## src/rtl/speed_ctrl_pkg.sv

```systemverilog
// Shared constants for the speed controller: default prescale periods,
// speed_sel encoding and count direction encoding.
package speed_ctrl_pkg;

    // Default periods in clk cycles for a 146.6 MHz clock
    localparam int P_250MS = 36_650_000;
    localparam int P_125MS = 18_325_000;
    localparam int P_62MS  = 9_162_500;
    localparam int P_31MS  = 4_581_250;

    localparam logic [1:0] SPD_X1 = 2'd0;
    localparam logic [1:0] SPD_X2 = 2'd1;
    localparam logic [1:0] SPD_X4 = 2'd2;
    localparam logic [1:0] SPD_X8 = 2'd3;

    typedef enum logic {
        DIR_UP = 1'b0,
        DIR_DN = 1'b1
    } dir_e;

endpackage

```

## src/rtl/speed_prescaler.sv

```systemverilog
// Free-running clock divider: counts 0..period-1 while enabled and flags the
// terminal cycle. A restart zeroes the count and suppresses the terminal flag.
module speed_prescaler #(
    parameter int PRE_W = 26
) (
    input  logic             clk,
    input  logic             rst_n,
    input  logic             en,
    input  logic             restart,
    input  logic [PRE_W-1:0] period,
    output logic             term
);

    logic [PRE_W-1:0] pre;
    logic             at_end;

    assign at_end = (pre == period - PRE_W'(1));
    assign term   = en && !restart && at_end;

    always_ff @(posedge clk) begin
        if (!rst_n) begin
            pre <= '0;
        end else if (restart) begin
            pre <= '0;
        end else if (en) begin
            pre <= at_end ? '0 : pre + PRE_W'(1);
        end
    end

endmodule

```

## src/rtl/speed_ctrl_gen.sv

```systemverilog
// Selectable-rate tick generator driving a modulo-N up/down counter with
// clear, load and wrap output. Define SPEED_CTRL_SAT_EN to saturate instead of wrap.
module speed_ctrl_gen
    import speed_ctrl_pkg::*;
#(
    parameter int PRE_W   = 26,
    parameter int P0      = P_250MS,
    parameter int P1      = P_125MS,
    parameter int P2      = P_62MS,
    parameter int P3      = P_31MS,
    parameter int CNT_W   = 6,
    parameter int CNT_MOD = 60
) (
    input  logic             clk,
    input  logic             rst_n,
    input  logic             en,
    input  logic [1:0]       speed_sel,
    input  logic             dir,
    input  logic             clr,
    input  logic             load,
    input  logic [CNT_W-1:0] load_val,
    output logic [CNT_W-1:0] cnt,
    output logic             tick,
    output logic             wrap
);

    localparam logic [CNT_W-1:0] CNT_MAX = CNT_W'(CNT_MOD - 1);

    logic [1:0]       sel_q;
    logic [PRE_W-1:0] period;
    logic             sel_chg;
    logic             restart;
    logic             term;
    logic             at_lim;
    logic [CNT_W-1:0] cnt_nxt;
    logic [CNT_W-1:0] load_clamped;

    always_comb begin
        case (sel_q)
            SPD_X1:  period = PRE_W'(P0);
            SPD_X2:  period = PRE_W'(P1);
            SPD_X4:  period = PRE_W'(P2);
            default: period = PRE_W'(P3);
        endcase
    end

    // A speed change restarts the period so the new rate starts cleanly
    assign sel_chg = (speed_sel != sel_q);
    assign restart = clr || sel_chg;

    speed_prescaler #(
        .PRE_W(PRE_W)
    ) u_prescaler (
        .clk     (clk),
        .rst_n   (rst_n),
        .en      (en),
        .restart (restart),
        .period  (period),
        .term    (term)
    );

    always_comb begin
        at_lim = (dir == DIR_DN) ? (cnt == '0) : (cnt == CNT_MAX);
`ifdef SPEED_CTRL_SAT_EN
        if (at_lim)
            cnt_nxt = cnt;
`else
        if (at_lim)
            cnt_nxt = (dir == DIR_DN) ? CNT_MAX : '0;
`endif
        else if (dir == DIR_DN)
            cnt_nxt = cnt - CNT_W'(1);
        else
            cnt_nxt = cnt + CNT_W'(1);
    end

    assign load_clamped = (load_val > CNT_MAX) ? CNT_MAX : load_val;

    // A load on the terminal cycle consumes that step without counting it
    always_ff @(posedge clk) begin
        if (!rst_n) begin
            sel_q <= SPD_X1;
            cnt   <= '0;
            tick  <= 1'b0;
            wrap  <= 1'b0;
        end else begin
            tick <= 1'b0;
            wrap <= 1'b0;
            if (clr) begin
                cnt <= '0;
            end else begin
                if (sel_chg)
                    sel_q <= speed_sel;
                if (load) begin
                    cnt <= load_clamped;
                end else if (term) begin
                    cnt  <= cnt_nxt;
                    tick <= 1'b1;
                    wrap <= at_lim;
                end
            end
        end
    end

endmodule

```

## config.mk

```make
export PLATFORM = sky130hd
export DESIGN_NAME = speed_ctrl_gen
export DESIGN_NICKNAME = d
export VERILOG_FILES = /design/src/rtl/speed_ctrl_pkg.sv /design/src/rtl/speed_prescaler.sv /design/src/rtl/speed_ctrl_gen.sv
export SDC_FILE = /design/constraint.sdc
export NUM_CORES = 1
export LEC_CHECK = 0
export ABC_CLOCK_PERIOD_IN_PS = 4710
export BUFFER_PORTS_ARGS = -buffer_cell sky130_fd_sc_hd__buf_2
export CAP_MARGIN = 20
export CORE_MARGIN = 1.5
export CORE_UTILIZATION = 28
export DETAILED_ROUTE_END_ITERATION = 10
export GPL_TIMING_DRIVEN = 1
export PLACE_DENSITY = 0.5
export SETUP_SLACK_MARGIN = 0.02
export SYNTH_ARGS = -nofsm -noshare
export SYNTH_HDL_FRONTEND = slang
export SYNTH_SLANG_ARGS = --single-unit
```

## constraint.sdc

```tcl
create_clock -name clk -period 4.71 [get_ports clk]
set_input_delay 0.2355 -clock clk [delete_from_list [all_inputs] [get_ports clk]]
set_output_delay 0.2355 -clock clk [all_outputs]
set_load 0.1 [all_outputs]
```

=== After elaboration in Yosys (flattened, before gate mapping) ===
Cells that the tools add are included.

* Output and inout port bits: 8
* Logic and storage cells: 40
* Flip-flop bits (word level): 36
* Input port bits: 14

* Bitwise operators: 3
* Muxes and demuxes: 10
* Add/sub/neg operators: 4
* Order comparisons: 1
* Reductions and logical operators: 12
* Equal/unequal tests: 5

{| class="wikitable"
|+ Operators by type and width
! kind !! count
|-
| 26-bit case mux with 3 select lines || 1
|-
| 6-bit two-way mux || 6
|-
| 26-bit by 1-bit adder with 26-bit output (second input constant) || 1
|-
| 26-bit == test || 1
|-
| 26-bit two-way mux || 1
|-
| 26-bit by 1-bit subtractor with 26-bit output (second input constant) || 1
|-
| 6-bit by 1-bit adder with 6-bit output (second input constant) || 1
|-
| 6-bit == test (second input constant) || 1
|-
| 6-bit greater-than comparator (second input constant) || 1
|-
| 6-bit zero test || 1
|-
| 6-bit by 1-bit subtractor with 6-bit output (second input constant) || 1
|-
| 2-bit OR reduction || 2
|-
| 4-bit OR reduction || 1
|-
| 1-bit NOT || 3
|-
| 3-bit OR reduction || 1
|-
| 2-bit by 1-bit == test with 1-bit output (second input constant) || 1
|-
| 2-bit == test (second input constant) || 1
|-
| 1-bit logical AND || 2
|-
| 2-bit zero test || 1
|-
| 1-bit two-way mux || 2
|-
| 2-bit != test || 1
|-
| 2-bit AND reduction || 1
|-
| 2-bit nonzero test || 1
|-
| 1-bit zero test || 1
|-
| 1-bit logical OR || 1
|}

=== Logic depth before layout (Yosys ltp) ===
* Word-level depth: 7
* Gate-level depth with buffers: 10
* Mapped depth without buffers: 8

=== Modules after synthesis ===
From an unflattened synthesis, not the netlist that was laid out.

* Cell total of the unflattened synthesis: 379
* Area, all modules: 2987.9 um^2

{| class="wikitable"
|+ By module, submodules not included
! module !! cells an instance !! area each (um^2) !! seq. area each (um^2) !! times used
|-
| speed_prescaler || 274 || 2135.8 || 520.5 || 1
|-
| speed_ctrl_gen || 105 || 852.1 || 200.2 || 1
|}

=== Least setup slack after synthesis ===
OpenSTA, ideal clock, no wires.

* Kind: reg-to-reg
* From: register cnt[0]
* To: register cnt[4]
* Buffers on the path: 0
* Period minus slack after synthesis: 2761 ps
* Slack: 1949 ps
* Arrival: 2687 ps
* Stages on the path, launching flop included: 9
* Required time: 4636 ps
* Cell sequence: dfxtp_1 inv_1 fa_1 nand2b_1 a21oi_1 xnor2_1 o21ai_0 or4b_1 a31oi_1

* Cells in the longest elaborated chain, start to end: 5

{| class="wikitable"
|+ RTL lines
! what !! line !! RTL
|-
| start, declared || speed_ctrl_gen.sv:22 || <nowiki>output logic [CNT_W-1:0] cnt,</nowiki>
|-
| start signal, assigned || speed_ctrl_gen.sv:95 || <nowiki>cnt <= load_clamped;</nowiki>
|-
| start signal, assigned || speed_ctrl_gen.sv:97 || <nowiki>cnt <= cnt_nxt;</nowiki>
|-
| 6-bit by 1-bit adder with 6-bit output (tied with other cells) || speed_ctrl_gen.sv:74 || <nowiki>cnt_nxt = cnt + CNT_W'(1);</nowiki>
|-
| 6-bit two-way mux or 1-bit two-way mux (tied branches) || speed_ctrl_gen.sv:71, speed_ctrl_gen.sv:63 ||
|-
| 6-bit two-way mux * || speed_ctrl_gen.sv:68 || <nowiki>if (at_lim)</nowiki>
|-
| 6-bit two-way mux * || speed_ctrl_gen.sv:96 || <nowiki>end else if (term) begin</nowiki>
|-
| 6-bit two-way mux * || speed_ctrl_gen.sv:94 || <nowiki>if (load) begin</nowiki>
|}

Every way passes the cells marked *; elsewhere a longest branch is shown, timed or not. The select of a mux whose other input is x is not followed.
A chain may end at the register's enable or synchronous reset.

=== Final worst setup path ===
* From: register sel_q[0]
* To: register u_prescaler.pre[1]

* Cells in the longest elaborated chain, start to end: 5

{| class="wikitable"
|+ RTL lines
! what !! line !! RTL
|-
| start, declared || speed_ctrl_gen.sv:29 || <nowiki>logic [1:0] sel_q;</nowiki>
|-
| start signal, assigned || speed_ctrl_gen.sv:93 || <nowiki>sel_q <= speed_sel;</nowiki>
|-
| 2-bit == test (tied with other cells) || speed_ctrl_gen.sv:39 || <nowiki>case (sel_q)</nowiki>
|-
| 26-bit case mux with 3 select lines || speed_ctrl_gen.sv:39 ||
|-
| 26-bit by 1-bit subtractor with 26-bit output || speed_prescaler.sv:17 || <nowiki>assign at_end = (pre == period - PRE_W'(1));</nowiki>
|-
| 26-bit == test || speed_prescaler.sv:17 ||
|-
| 26-bit two-way mux || speed_prescaler.sv:26 || <nowiki>pre <= at_end ? '0 : pre + PRE_W'(1);</nowiki>
|-
| end signal, assigned || speed_prescaler.sv:26 ||
|-
| end, declared || speed_prescaler.sv:14 || <nowiki>logic [PRE_W-1:0] pre;</nowiki>
|}

Parallel ways exist; a longest one is shown, timed or not.

==> flow_summary.rst <==
.. list-table::
   :header-rows: 1

   * - Metric
     - Value
   * - Number of hold violations in the final report
     - 0
   * - Data arrival at the endpoint of the critical path
     - between 3 and 4 ns
   * - Global route overflow
     - 0
   * - Synthesized net count
     - slightly below 300
   * - Number of buffer cells added on primary ports
     - 21
   * - Number of nets at the end of the flow
     - around 320
   * - Clock latency on the worst-skew pair
     - 0.29 ns
   * - Final-report setup violation count
     - 0
   * - Largest net degree at the start of global routing
     - 27
   * - Share of the cycle needed by the critical path after routing
     - about two thirds
   * - Sequence of cells on the critical path
     - inv_1 > ha_1 > or3b_1 > o22ai_1 > nor2_1 > or4_1 > nand3_1 > buf_8 > nor2_1
   * - Clock tree from TritonCTS
     - built
   * - Fraction of synthesis flops using an asynchronous set or reset pin
     - 0%
   * - Area of the core
     - 0.007687 mm^2
   * - Residual antenna-violating net count after detailed routing
     - 0
   * - Clock tree skew after final layout
     - approximately 0.0062 ns
   * - Most used cells in the layout excluding fill and tap cells
     - sky130_fd_sc_hd__nor2_1, sky130_fd_sc_hd__dfxtp_1, sky130_fd_sc_hd__xnor2_1
   * - Number of global-route vias before repair
     - roughly 1.8k
   * - Capturing element type of the critical path
     - register
   * - Number of synthesized flops with an enable pin
     - 0
   * - Num CTS Buffers
     - 5
   * - Run status
     - completed
   * - Final max-slew violation count
     - 0
   * - # resized after CTS
     - 0
   * - Number of buffers added for setup after CTS
     - 0
   * - Via count
     - 1867
   * - Share of final-layout standard cells stronger than drive strength 1
     - 12.67%
   * - Worst path max stage delay
     - 0.63 ns
   * - Top delay family on crit path
     - simple AND/OR/NAND/NOR gates
   * - Violation count after the first detailed-routing iteration
     - 59
   * - DRC violation count after routing
     - 0
   * - Master of the slowest instance on the critical path
     - sky130_fd_sc_hd__or4_1
   * - Crit path time final
     - about 3.1 ns
   * - CTS Hold Buffers Added
     - 0
   * - First-pass GRT wire length
     - about 8600 um
   * - Post-Place Cell Area
     - roughly 0.0024 mm^2
   * - Post-synthesis cell type with the largest combined area
     - sky130_fd_sc_hd__dfxtp_1
   * - Critical Path Source Type
     - register
   * - Top FF cell, synth
     - sky130_fd_sc_hd__dfxtp_1
   * - Netlist area before placement
     - around 0.0022 mm^2
   * - Worst IR drop on VDD
     - approximately 0.08 mV
   * - Synthesis-stage register bit count
     - 36
   * - Root Driver
     - sky130_fd_sc_hd__clkbuf_8
   * - DRT Pass-1 Iters
     - 5
   * - Clock tree buffer depth
     - 2
   * - Number of warnings printed during yosys synthesis
     - 0
   * - Full die area
     - between 0.008 and 0.009 mm^2
   * - Cell repeated most along the worst path
     - sky130_fd_sc_hd__nor2_1
   * - Die span in x
     - between 90 and 100 um
   * - Initial core utilization
     - between 20 and 30%
   * - Register area share after synthesis
     - roughly a third
   * - Final HPWL from detailed placement
     - 3792 um
   * - Vertical extent of the die
     - just over 90 um
   * - Via/cell ratio
     - approximately 4.7
   * - Clock transition at path regs
     - 0.08 ns
   * - Total wire length
     - 4986 um
   * - Sum of buffers and inverters on the critical path
     - 2
   * - Proportion of netlist area held by the largest area contributor
     - approximately a third
   * - Clock sink count
     - 36
   * - All-layer global routing usage
     - between 10 and 15%
   * - Setup CP Type
     - register to register
   * - Number of placement rows
     - 32
   * - Power density relative to cell area
     - between 200 and 250 mW/mm^2
   * - Antenna diode instance count
     - 0
   * - Kind of path behind the tightest hold check
     - input port to register
   * - Worst Max-Slew Pin Slew
     - between 0.8 and 0.9 ns
   * - Post-Syn Area per Cell
     - between 8 and 9 um^2
   * - Setup TNS after final layout
     - 0 ns
   * - Synth-to-Final Area Change
     - 13.98%
   * - Max Fclk
     - 322.2 MHz
   * - Final core occ
     - approximately a third
   * - I/O pins
     - 22
   * - Crit Path Max Fanout
     - 14
   * - Max-cap violation count
     - 0
   * - Number of antenna violations at the first check in global routing
     - 0
   * - Remaining max-slew budget at the tightest pin
     - about two fifths
   * - Setup repair after global routing missed its margin
     - no
   * - Most frequent standard cell in the layout excluding fill and tap cells
     - sky130_fd_sc_hd__nor2_1
   * - Biggest area contributors in the synthesized netlist
     - sky130_fd_sc_hd__dfxtp_1, sky130_fd_sc_hd__xnor2_1, sky130_fd_sc_hd__nor2_1
   * - Max H-tree Level
     - 2
   * - Number of distinct standard cells referenced by the synthesized netlist
     - 46
   * - Number of cells produced by synthesis
     - 268
   * - Req. time, crit path
     - roughly 4.9 ns
   * - Post-detailed-route wirelength per cell
     - roughly 13 um
   * - Final Cell Area
     - approximately 0.0025 mm^2
   * - Leakage power total
     - just under 0.9 nW
   * - Hold_ws
     - about 0.2 ns
   * - Weighted congestion reported at the end of routability-driven placement
     - between 0.7 and 0.8
==> through the flow <==
stage	worst slack, ns	total power (W)	instances
2_1_floorplan	1.949	0.0003821	268
3_5_place_dp	1.457	0.0004034	385
3_3_place_gp	1.458	0.0004027	385
4_1_cts	1.442	0.0006313	393
5_1_grt	1.414	0.0006554	394
6_report	1.606	0.0006205	394
==> cell families (layout without fill, tap and decap cells) <==
family | count (synthesis) | count (layout) | share of synthesized area, %
and+or+nand+nor | 130 | 130 | 29.89
xor gates and xnor gates | 38 | 38 | 15.11
DFF | 36 | 36 | 32.73
AOI/OAI and AO/OA | 26 | 26 | 8.296
buffers and inverters | 19 | 43 | 3.466
adders and majority gates | 13 | 13 | 7.727
muxes | 6 | 6 | 2.784
==> state kept, by name, summed over array words and instances (netlist names) <==
register / count
sel_q: 2
wrap: 1
tick: 1
u_prescaler.pre: 26
cnt: 6
==> synthesized netlist by cell type, types with 3 or more instances <==
cell type,n
sky130_fd_sc_hd__nor4_1,4
sky130_fd_sc_hd__dfxtp_1,36
sky130_fd_sc_hd__buf_2,3
sky130_fd_sc_hd__xor2_1,15
sky130_fd_sc_hd__nor2_1,49
sky130_fd_sc_hd__or3_1,4
sky130_fd_sc_hd__inv_1,13
sky130_fd_sc_hd__ha_1,12
sky130_fd_sc_hd__nor2b_1,5
sky130_fd_sc_hd__or4_1,3
sky130_fd_sc_hd__or2_2,3
sky130_fd_sc_hd__mux2i_1,5
sky130_fd_sc_hd__nor3_1,6
sky130_fd_sc_hd__nand2_1,17
sky130_fd_sc_hd__and4_1,3
sky130_fd_sc_hd__nand4_1,9
sky130_fd_sc_hd__a21oi_1,5
sky130_fd_sc_hd__xnor2_1,23
sky130_fd_sc_hd__o21ai_0,4
sky130_fd_sc_hd__nand3_1,13
sky130_fd_sc_hd__nand3b_1,3
==> routing by layer <==
| metal | part of all wire (%) | GRT usage, % | up-vias |
|---|---|---|---|
| met5 | 0 | 0 | - |
| met4 | 1.0 | 2.995 | 0 |
| met3 | 3.3 | 3.068 | 6 |
| met2 | 46 | 21.64 | 29 |
| met1 | 49 | 16.18 | 856 |
| li1 | - | - | 976 |
==> worst paths after layout <==
kind / start / endpoint / slack, ns / depth (start not counted)
max: sel_q[0] / u_prescaler.pre[1] / 1.61 / 9
min: load_val[5] / cnt[5] / 0.20 / 3
max reg2reg: sel_q[0] / u_prescaler.pre[1] / 1.61 / 9
min reg2reg: cnt[1] / cnt[1] / 0.54 / 2
==> cell type report <==
cell class	count	area [um^2]
Fill cell	858	5177
Multi-Input combinational cell	213	1405
Sequential cell	36	720.7
Tap cell	102	127.6
Timing Repair Buffer	22	120.1
Clock buffer	5	68.82
Inverter	13	48.80
Clock inverter	3	18.77
==> power breakdown <==
part	leakage (nW)	switching [W]	total, W	internal (W)
combinational	0.531	0.0000524	0.0000835	0.0000311
clock	0.0479	0.000120	0.000223	0.000103
sequential	0.291	0.00000630	0.000314	0.000307
==> worst min-delay path, stage by stage <==
cell,delay (ns)
sky130_fd_sc_hd__buf_2,0.11
sky130_fd_sc_hd__inv_1,0.04
sky130_fd_sc_hd__a221oi_1,0.06
Power figures use the tool's default switching activity.
